### src/rtl/genius_pkg.sv
// Shared types and helpers for the Genius (Simon) game engine.
// States, LFSR polynomial/default seed and symbol-to-one-hot conversion.
package genius_pkg;

  typedef enum logic [2:0] {
    ST_IDLE      = 3'd0,
    ST_GEN       = 3'd1,
    ST_SHOW_ON   = 3'd2,
    ST_SHOW_OFF  = 3'd3,
    ST_WAIT_USER = 3'd4,
    ST_WIN       = 3'd5,
    ST_LOSE      = 3'd6
  } state_e;

  // Taps 16,14,13,11 expressed as bit positions 15,13,12,10
  localparam logic [15:0] LFSR_TAPS         = 16'hB400;
  localparam logic [15:0] LFSR_DEFAULT_SEED = 16'hACE1;

  function automatic logic [7:0] sym_to_onehot(input logic [2:0] sym);
    logic [7:0] oh;
    oh      = 8'd0;
    oh[sym] = 1'b1;
    return oh;
  endfunction

endpackage

### src/rtl/genius_lfsr.sv
// 16-bit Fibonacci LFSR that free-runs every cycle; load replaces the step
// with the seed (a zero seed falls back to the default seed).
module genius_lfsr
  import genius_pkg::*;
(
  input  logic        clock,
  input  logic        reset_i,
  input  logic        load_i,
  input  logic [15:0] seed_i,
  output logic [7:0]  byte_o
);

  logic [15:0] lfsr_q;
  logic [15:0] lfsr_d;

  // Next LFSR value: seed load or one shift step
  always_comb begin
    lfsr_d = lfsr_q;
    if (load_i) begin
      if (seed_i == 16'd0) begin
        lfsr_d = LFSR_DEFAULT_SEED;
      end else begin
        lfsr_d = seed_i;
      end
    end else begin
      lfsr_d = {lfsr_q[14:0], ^(lfsr_q & LFSR_TAPS)};
    end
  end

  // LFSR state register
  always_ff @(posedge clock or posedge reset_i) begin
    if (reset_i) begin
      lfsr_q <= LFSR_DEFAULT_SEED;
    end else begin
      lfsr_q <= lfsr_d;
    end
  end

  assign byte_o = lfsr_q[7:0];

endmodule

### src/rtl/genius_core.sv
// Genius (Simon) game engine: grows a random sequence, plays it, checks replay.
// Optional GENIUS_SPEEDUP_EN halves the LED-on time every 8 rounds (down to 1/8).
module genius_core
  import genius_pkg::*;
#(
  parameter int N_CH        = 4,
  parameter int MAX_LEN     = 32,
  parameter int SHOW_CYC    = 25_000_000,
  parameter int GAP_CYC     = 12_500_000,
  parameter int TIMEOUT_CYC = 250_000_000,
  localparam int SYM_W      = $clog2(N_CH),
  localparam int LEN_W      = $clog2(MAX_LEN + 1)
) (
  input  logic              clock,
  input  logic              reset_i,
  input  logic              start_i,
  input  logic [15:0]       seed_i,
  input  logic [N_CH-1:0]   btn_i,
  output logic [N_CH-1:0]   led_o,
  output logic [LEN_W-1:0]  round_o,
  output logic              user_turn_o,
  output logic              win_o,
  output logic              lose_o
);

  localparam int CNT_MAX_SG = (SHOW_CYC > GAP_CYC) ? SHOW_CYC : GAP_CYC;
  localparam int CNT_MAX    = (CNT_MAX_SG > TIMEOUT_CYC) ? CNT_MAX_SG : TIMEOUT_CYC;
  localparam int CNT_W      = $clog2(CNT_MAX + 1);
  localparam int AW         = (MAX_LEN > 1) ? $clog2(MAX_LEN) : 1;

  state_e              state_q, state_d;
  logic [LEN_W-1:0]    len_q, len_d;
  logic [LEN_W-1:0]    idx_q, idx_d;
  logic [CNT_W-1:0]    cnt_q, cnt_d;
  logic                start_q;
  logic [N_CH-1:0]     btn_q;
  logic [N_CH-1:0]     led_q, led_d;
  logic [LEN_W-1:0]    round_q, round_d;
  logic                user_turn_q, user_turn_d;
  logic                win_q, win_d;
  logic                lose_q, lose_d;

  logic [SYM_W-1:0]    mem_q [MAX_LEN];
  logic                mem_we_s;
  logic [SYM_W-1:0]    new_sym_s;
  logic                lfsr_load_s;
  logic [7:0]          lfsr_byte_s;
  logic                start_edge_s;
  logic [N_CH-1:0]     btn_rise_s;
  logic [N_CH-1:0]     exp_oh_s;
  logic [CNT_W-1:0]    show_s;

  genius_lfsr u_lfsr (
    .clock   (clock),
    .reset_i (reset_i),
    .load_i  (lfsr_load_s),
    .seed_i  (seed_i),
    .byte_o  (lfsr_byte_s)
  );

  // Edge detection, current symbol decode and new-symbol draw
  always_comb begin
    start_edge_s = start_i & ~start_q;
    btn_rise_s   = btn_i & ~btn_q;
    exp_oh_s     = N_CH'(sym_to_onehot(3'(mem_q[idx_q[AW-1:0]])));
    new_sym_s    = SYM_W'(lfsr_byte_s % 8'(N_CH));
  end

`ifdef GENIUS_SPEEDUP_EN
  logic [LEN_W-1:0] len_div8_s;
  logic [1:0]       shift_s;

  // Playback shortens by one halving every 8 rounds, at most three times
  always_comb begin
    len_div8_s = LEN_W'((len_q - LEN_W'(1)) >> 3);
    if (len_div8_s >= LEN_W'(3)) begin
      shift_s = 2'd3;
    end else begin
      shift_s = 2'(len_div8_s);
    end
    show_s = CNT_W'(SHOW_CYC) >> shift_s;
  end
`else
  // Fixed LED-on time
  always_comb begin
    show_s = CNT_W'(SHOW_CYC);
  end
`endif

  // Next-state logic for the game controller
  always_comb begin
    state_d     = state_q;
    len_d       = len_q;
    idx_d       = idx_q;
    cnt_d       = cnt_q;
    lfsr_load_s = 1'b0;
    mem_we_s    = 1'b0;
    case (state_q)
      ST_IDLE, ST_WIN, ST_LOSE: begin
        if (start_edge_s) begin
          lfsr_load_s = 1'b1;
          len_d       = LEN_W'(0);
          state_d     = ST_GEN;
        end else begin
          state_d     = state_q;
        end
      end
      ST_GEN: begin
        mem_we_s = 1'b1;
        len_d    = len_q + LEN_W'(1);
        idx_d    = LEN_W'(0);
        cnt_d    = CNT_W'(0);
        state_d  = ST_SHOW_ON;
      end
      ST_SHOW_ON: begin
        if (cnt_q == show_s - CNT_W'(1)) begin
          cnt_d   = CNT_W'(0);
          state_d = ST_SHOW_OFF;
        end else begin
          cnt_d   = cnt_q + CNT_W'(1);
        end
      end
      ST_SHOW_OFF: begin
        if (cnt_q == CNT_W'(GAP_CYC - 1)) begin
          cnt_d = CNT_W'(0);
          if (idx_q + LEN_W'(1) == len_q) begin
            idx_d   = LEN_W'(0);
            state_d = ST_WAIT_USER;
          end else begin
            idx_d   = idx_q + LEN_W'(1);
            state_d = ST_SHOW_ON;
          end
        end else begin
          cnt_d = cnt_q + CNT_W'(1);
        end
      end
      ST_WAIT_USER: begin
        // A press in the timeout cycle wins over the timeout
        if (btn_rise_s != '0) begin
          if (btn_rise_s == exp_oh_s) begin
            cnt_d = CNT_W'(0);
            if (idx_q + LEN_W'(1) == len_q) begin
              if (len_q == LEN_W'(MAX_LEN)) begin
                state_d = ST_WIN;
              end else begin
                state_d = ST_GEN;
              end
            end else begin
              idx_d = idx_q + LEN_W'(1);
            end
          end else begin
            state_d = ST_LOSE;
          end
        end else if (cnt_q == CNT_W'(TIMEOUT_CYC - 1)) begin
          state_d = ST_LOSE;
        end else begin
          cnt_d = cnt_q + CNT_W'(1);
        end
      end
      default: begin
        state_d = ST_IDLE;
      end
    endcase
  end

  // Output values, registered one cycle behind the state
  always_comb begin
    led_d       = '0;
    user_turn_d = 1'b0;
    win_d       = 1'b0;
    lose_d      = 1'b0;
    round_d     = len_q;
    case (state_q)
      ST_SHOW_ON: begin
        led_d = exp_oh_s;
      end
      ST_WAIT_USER: begin
        led_d       = btn_i;
        user_turn_d = 1'b1;
      end
      ST_WIN: begin
        led_d = {N_CH{1'b1}};
        win_d = 1'b1;
      end
      ST_LOSE: begin
        led_d  = exp_oh_s;
        lose_d = 1'b1;
      end
      default: begin
        led_d = '0;
      end
    endcase
  end

  // Control and output registers
  always_ff @(posedge clock or posedge reset_i) begin
    if (reset_i) begin
      state_q     <= ST_IDLE;
      len_q       <= LEN_W'(0);
      idx_q       <= LEN_W'(0);
      cnt_q       <= CNT_W'(0);
      start_q     <= 1'b0;
      btn_q       <= '0;
      led_q       <= '0;
      round_q     <= LEN_W'(0);
      user_turn_q <= 1'b0;
      win_q       <= 1'b0;
      lose_q      <= 1'b0;
    end else begin
      state_q     <= state_d;
      len_q       <= len_d;
      idx_q       <= idx_d;
      cnt_q       <= cnt_d;
      start_q     <= start_i;
      btn_q       <= btn_i;
      led_q       <= led_d;
      round_q     <= round_d;
      user_turn_q <= user_turn_d;
      win_q       <= win_d;
      lose_q      <= lose_d;
    end
  end

  // Sequence memory survives reset
  always_ff @(posedge clock) begin
    if (mem_we_s) begin
      mem_q[len_q[AW-1:0]] <= new_sym_s;
    end
  end

  assign led_o       = led_q;
  assign round_o     = round_q;
  assign user_turn_o = user_turn_q;
  assign win_o       = win_q;
  assign lose_o      = lose_q;

endmodule

### config.mk
export PLATFORM = sky130hd
export DESIGN_NAME = genius_core
export DESIGN_NICKNAME = d
export VERILOG_FILES = /design/src/rtl/genius_pkg.sv /design/src/rtl/genius_lfsr.sv /design/src/rtl/genius_core.sv
export SDC_FILE = /design/constraint.sdc
export NUM_CORES = 1
export LEC_CHECK = 0
export CORE_ASPECT_RATIO = 0.5
export CORE_UTILIZATION = 40
export DETAILED_ROUTE_END_ITERATION = 8
export SYNTH_ARGS = -nofsm -noshare
export SYNTH_HDL_FRONTEND = slang
export SYNTH_SLANG_ARGS = --single-unit
### constraint.sdc
create_clock -name clock -period 4.95 [get_ports clock]
set_input_delay 0.7425 -clock clock [delete_from_list [all_inputs] [get_ports clock]]
set_output_delay 0.7425 -clock clock [all_outputs]
set_load 0.02 [all_outputs]
==> results of run 1 <==
[cells by family after synthesis]
group                      share of synthesized area
and+or+nand+nor                                0.190
adders and majority gates                     0.0110
xor gates and xnor gates                      0.0192
DFF                                            0.565
muxes                                         0.0528
AOI/OAI and AO/OA                              0.136
buffers and inverters                         0.0258
[worst min-delay path: cells and delay by family (launching register included)]
family | cells | cell delay (ps)
flip-flops | 1 | 330
AND/OR/NAND/NOR | 2 | 100
[synthesized netlist by cell type, types with 9 or more instances]
master,instances
sky130_fd_sc_hd__nor2_1,72
sky130_fd_sc_hd__dfrtp_1,69
sky130_fd_sc_hd__edfxtp_1,64
sky130_fd_sc_hd__nand2_1,61
sky130_fd_sc_hd__o21ai_0,35
sky130_fd_sc_hd__mux2i_1,33
sky130_fd_sc_hd__clkbuf_1,19
sky130_fd_sc_hd__a21oi_1,17
sky130_fd_sc_hd__nand3_1,17
sky130_fd_sc_hd__o31ai_1,17
sky130_fd_sc_hd__nand2b_1,14
sky130_fd_sc_hd__and2_1,12
sky130_fd_sc_hd__nor2b_1,12
sky130_fd_sc_hd__nor4_1,11
sky130_fd_sc_hd__and3_1,10
sky130_fd_sc_hd__o21ai_2,10
sky130_fd_sc_hd__nand4_1,9
[power breakdown]
part           total (mW)  switching, mW  internal [mW]
Combinational        1.14          0.659          0.481
Clock                1.31          0.551          0.759
Sequential           1.77          0.288           1.48
[cell type report]
class | instances | share of cell area
Timing Repair Buffer | 38 | 0.0469
Sequential cell | 141 | 0.485
Clock buffer | 19 | 0.0584
Tap cell | 227 | 0.0357
Clock inverter | 13 | 0.0184
Inverter | 7 | 0.00346
Multi-Input combinational cell | 445 | 0.352
[layer usage]
metal / wire length (microns) / part of all wire / GRT usage / vias up
met1: 7430 / 0.49 / 0.246 / 2466
met2: 7240 / 0.47 / 0.307 / 59
met4: 108 / 0.0071 / 0.0574 / 0
met3: 528 / 0.034 / 0.0468 / 9
li1: - / - / - / 2356
met5: 0 / 0 / 0 / -
[state kept, by name (all words and copies together), names as in the netlist]
name and cells:
btn_q 4, cnt_q 28, idx_q 6, led_o 4
len_q 6, lose_o 1, mem_q 64, round_o 6
start_q 1, state_q 3, u_lfsr.lfsr_q 16, user_turn_o 1
win_o 1
[how the worst min path moves through the flow]
stage / from / end / slack (ps) / cells past startpoint
floorplan: len_q[3]$_DFFE_PP0P_ / round_o[3]$_DFF_PP0_ / 390 / 0
global placement: u_lfsr.lfsr_q[2]$_DFF_PP0_ / u_lfsr.lfsr_q[3]$_DFF_PP0_ / 450 / 2
detailed placement: u_lfsr.lfsr_q[2]$_DFF_PP0_ / u_lfsr.lfsr_q[3]$_DFF_PP0_ / 430 / 2
CTS: u_lfsr.lfsr_q[2]$_DFF_PP0_ / u_lfsr.lfsr_q[3]$_DFF_PP0_ / 460 / 2
global route: u_lfsr.lfsr_q[2]$_DFF_PP0_ / u_lfsr.lfsr_q[3]$_DFF_PP0_ / 520 / 2
finish: u_lfsr.lfsr_q[2]$_DFF_PP0_ / u_lfsr.lfsr_q[3]$_DFF_PP0_ / 460 / 2
[per-stage QoR]
step | power (mW) | util | area, sq um
5_1_grt | 4.48 | 0.481 | 7950
3_5_place_dp | 2.94 | 0.444 | 7340
2_1_floorplan | 2.61 | - | 6830
6_report | 4.22 | 0.481 | 7950
3_3_place_gp | 2.92 | 0.444 | 7340
4_1_cts | 4.26 | 0.481 | 7950
==> results.yml, run 1 <==
run:
  max-cap-violations: 0
worst_setup_path:
  setup.worst_path.start: "idx_q[1]$_DFFE_PP0P_"
  r2r-start: "idx_q[1]$_DFFE_PP0P_"
  cp_data_arrival_time_ps: 3850
  worst_r2r_path_depth: 10
  crit_path_leading_delay_family: "simple AND/OR/NAND/NOR gates"
  critical_path_cell_count: 10
  critPathMaxStageDelay_ps: 1030
  slowest_cell_on_the_critical_path: "sky130_fd_sc_hd__dfrtp_2"
  path_class: "flip-flop to flip-flop"
  worstSetupEndpointType: "flip-flop"
  setup.worst_path.end: "idx_q[3]$_DFFE_PP0P_"
  crit_required_ps: 5240
  regToRegEndpoint: "idx_q[3]$_DFFE_PP0P_"
  cp_max_fo: 36
  crit_buf_inv: 0
  sort_of_element_at_the_start_of_the_critical_path: "flip-flop"
  cell_chain_critical_path: "ha_1 > nand3_1 > nor3_1 > a31oi_1 > nor4_1 > nor3b_1 > nor2_1 > a21oi_1 > o21ai_0 > o31ai_1"
  reg2reg_slack_ps: 1390
global_routing:
  wire_length_of_the_first_global_routing_pass_microns: 25400
  global_route.usage.total: 0.187
  grt_overflow: 0
  number_of_global_route_vias_before_repair: 4813
  maximum_number_of_pins_on_one_net_before_global_route_repair: 42
  initial_antenna_violation_count: 0
clocking:
  clock_path_buffers: 2
  cts_htree_levels: 4
  clock_sinks: 141
  post_cts_hold_buffer_count: 0
  postCtsSetupRepairBufs: 0
  clock_latency_ps: 430
  clk_root_buffer_cell: "sky130_fd_sc_hd__clkbuf_16"
  cts_repair_resize_count: 0
  cts_tree: "done"
  tritoncts.num_buffers: 17
  clkTransAtPathRegs_ps: 70
placed_design:
  dp_hpwl_microns: 10200
  place.port_buffers: 35
  place_worst_setup_slack_ps: 1410
  gp_congestion: 0.806
  dp.cells: 858
power_and_ir_drop:
  total_leakage_power_nw: 2.89
  power.density_cell_area_nw_per_um2: 531
  max-vdd-ir-drop_mv: 0.286
sta:
  fmax_mhz: 281
  fin_skew_ps: 13.4
  final_critical_path_setup_slack_ps: 1390
  hold_violations: 0
  report.final.setup_viol: 0
  grt_setup_unrepaired: "no"
  hold_ws_ps: 457
  finalCriticalPeriod_ps: 3560
  fin_tns_setup_ps: 0
  worstMarginPinSlew_ps: 1060
  report.final.slew_viol_count: 0
  max-slew-margin-rel: 0.294
  period_share: 0.719
floorplanning:
  die_h_microns: 94.4
  die_width_microns: 187
  io_pins: 36
  starting_density_of_the_core: 0.413
  core.rowCount: 33
  core_region_area_sq_um: 16500
  floorplan.die_area_sq_um: 17600
yosys:
  synth_seq_cells: 141
  synth.top_cells.by_area: "sky130_fd_sc_hd__edfxtp_1 (28%), sky130_fd_sc_hd__dfrtp_1 (25%), sky130_fd_sc_hd__mux2i_1 (4.8%)"
  yosysSeqAreaShare: 0.565
  synth_enable_flop_cells: 64
  post_synth_num_cell_types: 62
  yosysTopAreaCell: "sky130_fd_sc_hd__edfxtp_1"
  yosys_synthesis_warning_count: 0
  synthesis.instances: 621
  ys.flop_type: "sky130_fd_sc_hd__dfrtp_1"
  syn-num-nets: 650
  post_synthesis_average_cell_area_sq_um: 11.0
  synth_top_cell_area_share: 0.281
  syn-cell-area_sq_um: 6830
  postSynth.asyncResetShare: 0.546
drt:
  vias_per_cell: 5.49
  drt-initial-drc-count: 310
  vias: 4890
  finalWirelength_microns: 15300
  route.detailed.wl_per_inst_microns: 17.2
  number_of_nets_with_antenna_violations_after_routing: 0
  drc_violations_left: 0
  drt_first_pass_iters: 4
cells_and_area:
  nets_final: 679
  most_common_cell_after_layout_fill_and_taps_aside: "sky130_fd_sc_hd__nor2_1"
  layout.cells.non_filler: 890
  area.sequential_sq_um: 3860
  area_growth_syn_to_layout_pct: 16.4
  layout.cells.most_common_list: "sky130_fd_sc_hd__nor2_1 (72), sky130_fd_sc_hd__dfrtp_1 (68), sky130_fd_sc_hd__edfxtp_1 (64)"
  filler_cell_count: 1548
  antenna-diode-count: 0
  drive_gt1_frac: 0.107
  multi_input_gate_area_sq_um: 2800
outcome:
  run_status: "finished clean"
worst_hold_path:
  worstHoldPathType: "flip-flop to flip-flop"
(Power assumes the default switching activity.)
==> run 2, diff against run 1 <==
Clock period 4.95 ns to 3.74 ns, I/O delays scaled along.
==> results.yml, run 2 (same netlist as run 1, synthesis figures left out) <==
clocking:
  tritoncts.num_buffers: 17
  clock_latency_ps: 430
  cts_tree: "done"
  cts_htree_levels: 4
  clk_root_buffer_cell: "sky130_fd_sc_hd__clkbuf_16"
  clock_sinks: 141
  post_cts_hold_buffer_count: 0
  clock_path_buffers: 2
  cts_repair_resize_count: 0
  clkTransAtPathRegs_ps: 70
  postCtsSetupRepairBufs: 0
sta:
  period_share: 0.865
  report.final.slew_viol_count: 0
  finalCriticalPeriod_ps: 3230
  report.final.setup_viol: 0
  fin_tns_setup_ps: 0
  fmax_mhz: 309
  fin_skew_ps: 8.52
  max-slew-margin-rel: 0.303
  hold_violations: 0
  worstMarginPinSlew_ps: 1050
  hold_ws_ps: 410
  grt_setup_unrepaired: "no"
global_routing:
  wire_length_of_the_first_global_routing_pass_microns: 25900
  number_of_global_route_vias_before_repair: 4789
  initial_antenna_violation_count: 0
  maximum_number_of_pins_on_one_net_before_global_route_repair: 34
  grt_overflow: 0
  global_route.usage.total: 0.192
floorplanning:
  io_pins: 36
  die_h_microns: 94.4
  starting_density_of_the_core: 0.413
  core.rowCount: 33
  core_region_area_sq_um: 16500
  floorplan.die_area_sq_um: 17600
  die_width_microns: 187
worst_setup_path:
  worstSetupEndpointType: "flip-flop"
  crit_required_ps: 4020
  regToRegEndpoint: "cnt_q[23]$_DFFE_PP0P_"
  cp_max_fo: 15
  reg2reg_slack_ps: 510
  worst_r2r_path_depth: 9
  r2r-start: "idx_q[3]$_DFFE_PP0P_"
  cp_data_arrival_time_ps: 3520
  path_class: "flip-flop to flip-flop"
  sort_of_element_at_the_start_of_the_critical_path: "flip-flop"
drt:
  drt-initial-drc-count: 336
  number_of_nets_with_antenna_violations_after_routing: 0
  drt_first_pass_iters: 4
  vias_per_cell: 5.39
  finalWirelength_microns: 15700
  route.detailed.wl_per_inst_microns: 17.5
  drc_violations_left: 0
  vias: 4838
cells_and_area:
  multi_input_gate_area_sq_um: 2800
  area_growth_syn_to_layout_pct: 16.7
  largest_register_ffs: 64
  fin_area_sq_um: 7970
  filler_cell_count: 1531
  layout.cells.non_filler: 897
  most_common_cell_after_layout_fill_and_taps_aside: "sky130_fd_sc_hd__nor2_1"
  nets_final: 686
  area.sequential_sq_um: 3860
  drive_gt1_frac: 0.116
  antenna-diode-count: 0
  layout.cells.most_common_list: "sky130_fd_sc_hd__nor2_1 (72), sky130_fd_sc_hd__dfrtp_1 (68), sky130_fd_sc_hd__edfxtp_1 (64)"
worst_hold_path:
  worstHoldPathType: "input port to asynchronous set/reset pin"
placed_design:
  dpl-instance-area_sq_um: 7390
  place.port_buffers: 35
  dp.cells: 865
  dp_hpwl_microns: 10300
  gp_congestion: 0.802
power_and_ir_drop:
  power.density_cell_area_nw_per_um2: 697
  max-vdd-ir-drop_mv: 0.373
  total_leakage_power_nw: 2.90
outcome:
  run_status: "finished clean"
run:
  max-cap-violations: 0
[run 2: layout make-up]
cell class	count	area share
sequential	141	0.485
multi-input combinational	445	0.351
clock buffer	17	0.0534
timing repair buffer	45	0.0534
tap	227	0.0357
clock inverter	15	0.0185
inverter	7	0.00346
[run 2: metal layers]
metal	GRT usage	wire (microns)
met3	0.0424	422
met2	0.311	7280
met4	0.0492	101
met1	0.263	7900
met5	0	0
[run 2: worst max path at each step]
stage	startpoint	to	slack [ps]	cells after the start
floorplan	idx_q[1]$_DFFE_PP0P_	cnt_q[12]$_DFFE_PP0P_	1150	12
CTS	idx_q[3]$_DFFE_PP0P_	cnt_q[7]$_DFFE_PP0P_	560	10
detailed placement	idx_q[3]$_DFFE_PP0P_	cnt_q[10]$_DFFE_PP0P_	580	9
finish	idx_q[3]$_DFFE_PP0P_	cnt_q[23]$_DFFE_PP0P_	510	9
global route	idx_q[3]$_DFFE_PP0P_	cnt_q[23]$_DFFE_PP0P_	280	9
global placement	idx_q[3]$_DFFE_PP0P_	cnt_q[7]$_DFFE_PP0P_	640	10
[run 2: power breakdown]
group | switching (mW) | internal, mW
Clock | 0.761 | 0.886
Combinational | 0.993 | 0.665
Sequential | 0.286 | 1.96
Total | 2.04 | 3.52
[run 2: worst max-delay path: stages (launching register included)]
cell,delay [ps]
sky130_fd_sc_hd__dfrtp_1,630
sky130_fd_sc_hd__nor2b_1,390
sky130_fd_sc_hd__a22oi_1,150
sky130_fd_sc_hd__nand4b_1,140
sky130_fd_sc_hd__o22ai_1,110
sky130_fd_sc_hd__a311oi_2,460
sky130_fd_sc_hd__mux2_4,400
sky130_fd_sc_hd__nor3_2,220
sky130_fd_sc_hd__nand2b_1,420
sky130_fd_sc_hd__o21ai_0,170
[run 2: through the flow]
stage          utilization  total power [mW]  setup WS, ps
6_report             0.482              5.56           506
5_1_grt              0.482              5.88           280
4_1_cts              0.482              5.59           563
3_5_place_dp         0.448              3.93           579
3_3_place_gp         0.448              3.91           644
2_1_floorplan            -              3.45          1150
==> run 3, diff against run 2 <==
Settings changed: SETUP_SLACK_MARGIN from default to 0.02, SKIP_LAST_GASP from default to 1.
==> results of run 3 <==
Same layout as run 2: the final DEF is identical, and so are final timing and power.
==> RTL edit (settings of run 3) <==
Re-encode `state_e` (7 states) as Gray code, 3 bits wide.
--- a/src/rtl/genius_pkg.sv
+++ b/src/rtl/genius_pkg.sv
@@ -3,13 +3,13 @@
 package genius_pkg;
 
   typedef enum logic [2:0] {
-    ST_IDLE      = 3'd0,
-    ST_GEN       = 3'd1,
-    ST_SHOW_ON   = 3'd2,
-    ST_SHOW_OFF  = 3'd3,
-    ST_WAIT_USER = 3'd4,
-    ST_WIN       = 3'd5,
-    ST_LOSE      = 3'd6
+    ST_IDLE      = 3'b000,
+    ST_GEN       = 3'b001,
+    ST_SHOW_ON   = 3'b011,
+    ST_SHOW_OFF  = 3'b010,
+    ST_WAIT_USER = 3'b110,
+    ST_WIN       = 3'b111,
+    ST_LOSE      = 3'b101
   } state_e;
 
   // Taps 16,14,13,11 expressed as bit positions 15,13,12,10
Function: same outputs for any inputs over 10 cycles, from zero or initial values and one cycle with reset_i high; not proved beyond that.
==> RTL edit against run 3 <==
Die area up 3.2%; area after synthesis up 3.2%; worst setup slack got worse by 110 ps; worst hold slack gained 7.5 ps; synthesized cell count up 0.81%; final area grew 2.7%; non-clock buffer count is 1 higher; utilization grew 0.45 points; largest cell class unchanged; routed wire length increased by 3.6%; sequential cell count is the same.
Power is not compared: it rests on default switching activity, and its combinational part moved more than twofold at a synthesized area within 25%.
==> RTL edit: results (changes against run 3) <==
* 33 — Max FO, Critical Path, was 15
* compound AO/OA/AOI/OAI gates — Top Family by Delay on Critical Path, was simple AND/OR/NAND/NOR gates
* 16.1 ps — worst clock skew, was 8.52 ps
* 7570 um2 — placed cell areas, was 7390 um2
* 27.0% — met1 GRT Util, was 26.3%
* 13.7% — share of layout cells above drive strength 1, was 11.6%
* dfrtp_4 — Crit-path slowest cell, was dfrtp_1
* completed — outcome, unchanged
* 866 — Placed Cells incl. Taps, was 865
* input pin to asynchronous set/reset pin — Tightest Hold Check Type, unchanged
* 898 — number of standard cells in the final layout excluding fillers, was 897
* 7950 um — met1 wire length, was 7900 um
* 450 — number of DRC violations after detailed-routing iteration 0, was 336
* 5 — number of search-and-repair iterations in the first detailed-routing pass, was 4
* 30.6% — M2 GR Usage, was 31.1%
* 0 — antenna violations before repair, unchanged
* 687 — number of nets in the finished design, was 686
* 10800 um — HPWL Detailed, was 10300 um
* 16300 um — wire length after detailed routing, was 15700 um
* 4901 — vias in the first global route, was 4789
* 36 — maximum number of pins on one net before global-route repair, was 34
* 23.3% — share of total power consumed by net switching
* 75 — Yosys cell types, was 62
* 26800 um — first-pass GRT wire length, was 25900 um
* 667 um — met3 wire len, was 422 um
* 208 ps — worst setup slack after placement, was 579 ps
* 7510 um — routed wl met2, was 7280 um
* 69 x dfrtp_1, 64 x edfxtp_1, 61 x nor2_1 — leading cell types by count after synthesis, was 72 x nor2_1, 69 x dfrtp_1, 64 x edfxtp_1
* 0.829 — weighted congestion at the end of routability-driven global placement, was 0.802
* 17 — number of CTS-inserted buffers, unchanged
* 54.7% — sequential-to-total area share from yosys stat, was 56.5%
* edfxtp_1 27%, dfrtp_1 24%, mux2i_1 5.0%, nor2_1 3.2%, dfstp_2 3.0% — synth top area cells, was edfxtp_1 28%, dfrtp_1 25%, mux2i_1 4.8%, nor2_1 4.0%, nand2_1 3.4%
* 655 — Net Count, Synth, was 650
* 54.6% — async set or reset register ratio after synthesis, unchanged
* 0 — diodes inserted, unchanged
* 780 ps — largest stage delay on the critical path, was 630 ps
* 5.61 — average vias per placed instance, was 5.39
* 4.05% — met3 usage in global routing, was 4.24%
* 19.3% — overall routing resource usage, was 19.2%
* 11.3 um2 — Mean Syn Cell Area, was 11.0 um2
* 3650 ps — CP Data Arrival Time, was 3520 ps
* 982 ps — transition at the pin with the smallest max-transition slack, was 1050 ps
## RTL edit: cell types whose count changed after synthesis, moves of 10 or more
cell	delta
o21ai_0	-18
nand2_1	-12
o31ai_1	-14
a21oi_1	+16
nor3_1	+10
o211a_1	+10
mux2_2	+11
nor2_1	-11
## RTL edit: worst reg2reg max path, stage by stage, from the launching register on
cell	delay, ps
dfrtp_4	780
mux2i_1	240
a22oi_1	220
nand2_1	90
o21ai_0	580
nor2_1	260
mux2_4	440
o21bai_4	260
mux2_2	370
## RTL edit: cell families (layout without fill, tap and decap cells)
kind of cell               count (synthesis)  count (layout)  synth area share (%)
buffers and inverters                     48              93                  3.71
DFF                                      141             141                  54.7
and+or+nand+nor                          228             228                  16.8
AOI/OAI and AO/OA                        143             143                  15.1
adders and majority gates                  6               6                  1.07
muxes                                     47              47                  6.94
xor gates and xnor gates                  13              13                  1.62
## RTL edit: path summary, 6_finish.rpt
check,from,to,slack [ps],cells after the start
setup / recovery,idx_q[1],idx_q[0],390,8
hold / removal,reset_i,cnt_q[8],420,2
setup reg to reg,idx_q[1],idx_q[0],390,8
hold reg to reg,u_lfsr.lfsr_q[3],u_lfsr.lfsr_q[4],480,1
max in group asynchronous,reset_i,u_lfsr.lfsr_q[10],2520,3
min in group clock,u_lfsr.lfsr_q[3],u_lfsr.lfsr_q[4],480,1
## RTL edit: area by class of cell
type / instances / area, um2
Tap cell: 227 / 284
Multi-Input combinational cell: 437 / 2930
Clock buffer: 18 / 429
Fill cell: 1501 / 8620
Timing Repair Buffer: 46 / 433
Clock inverter: 14 / 181
Sequential cell: 141 / 3860
Inverter: 15 / 57.6
## RTL edit: what timing repair did
item                                    CTS  global route
hold endpoints to repair                  0             0
resized for setup                         0             1
endpoints found under the setup margin    0             7
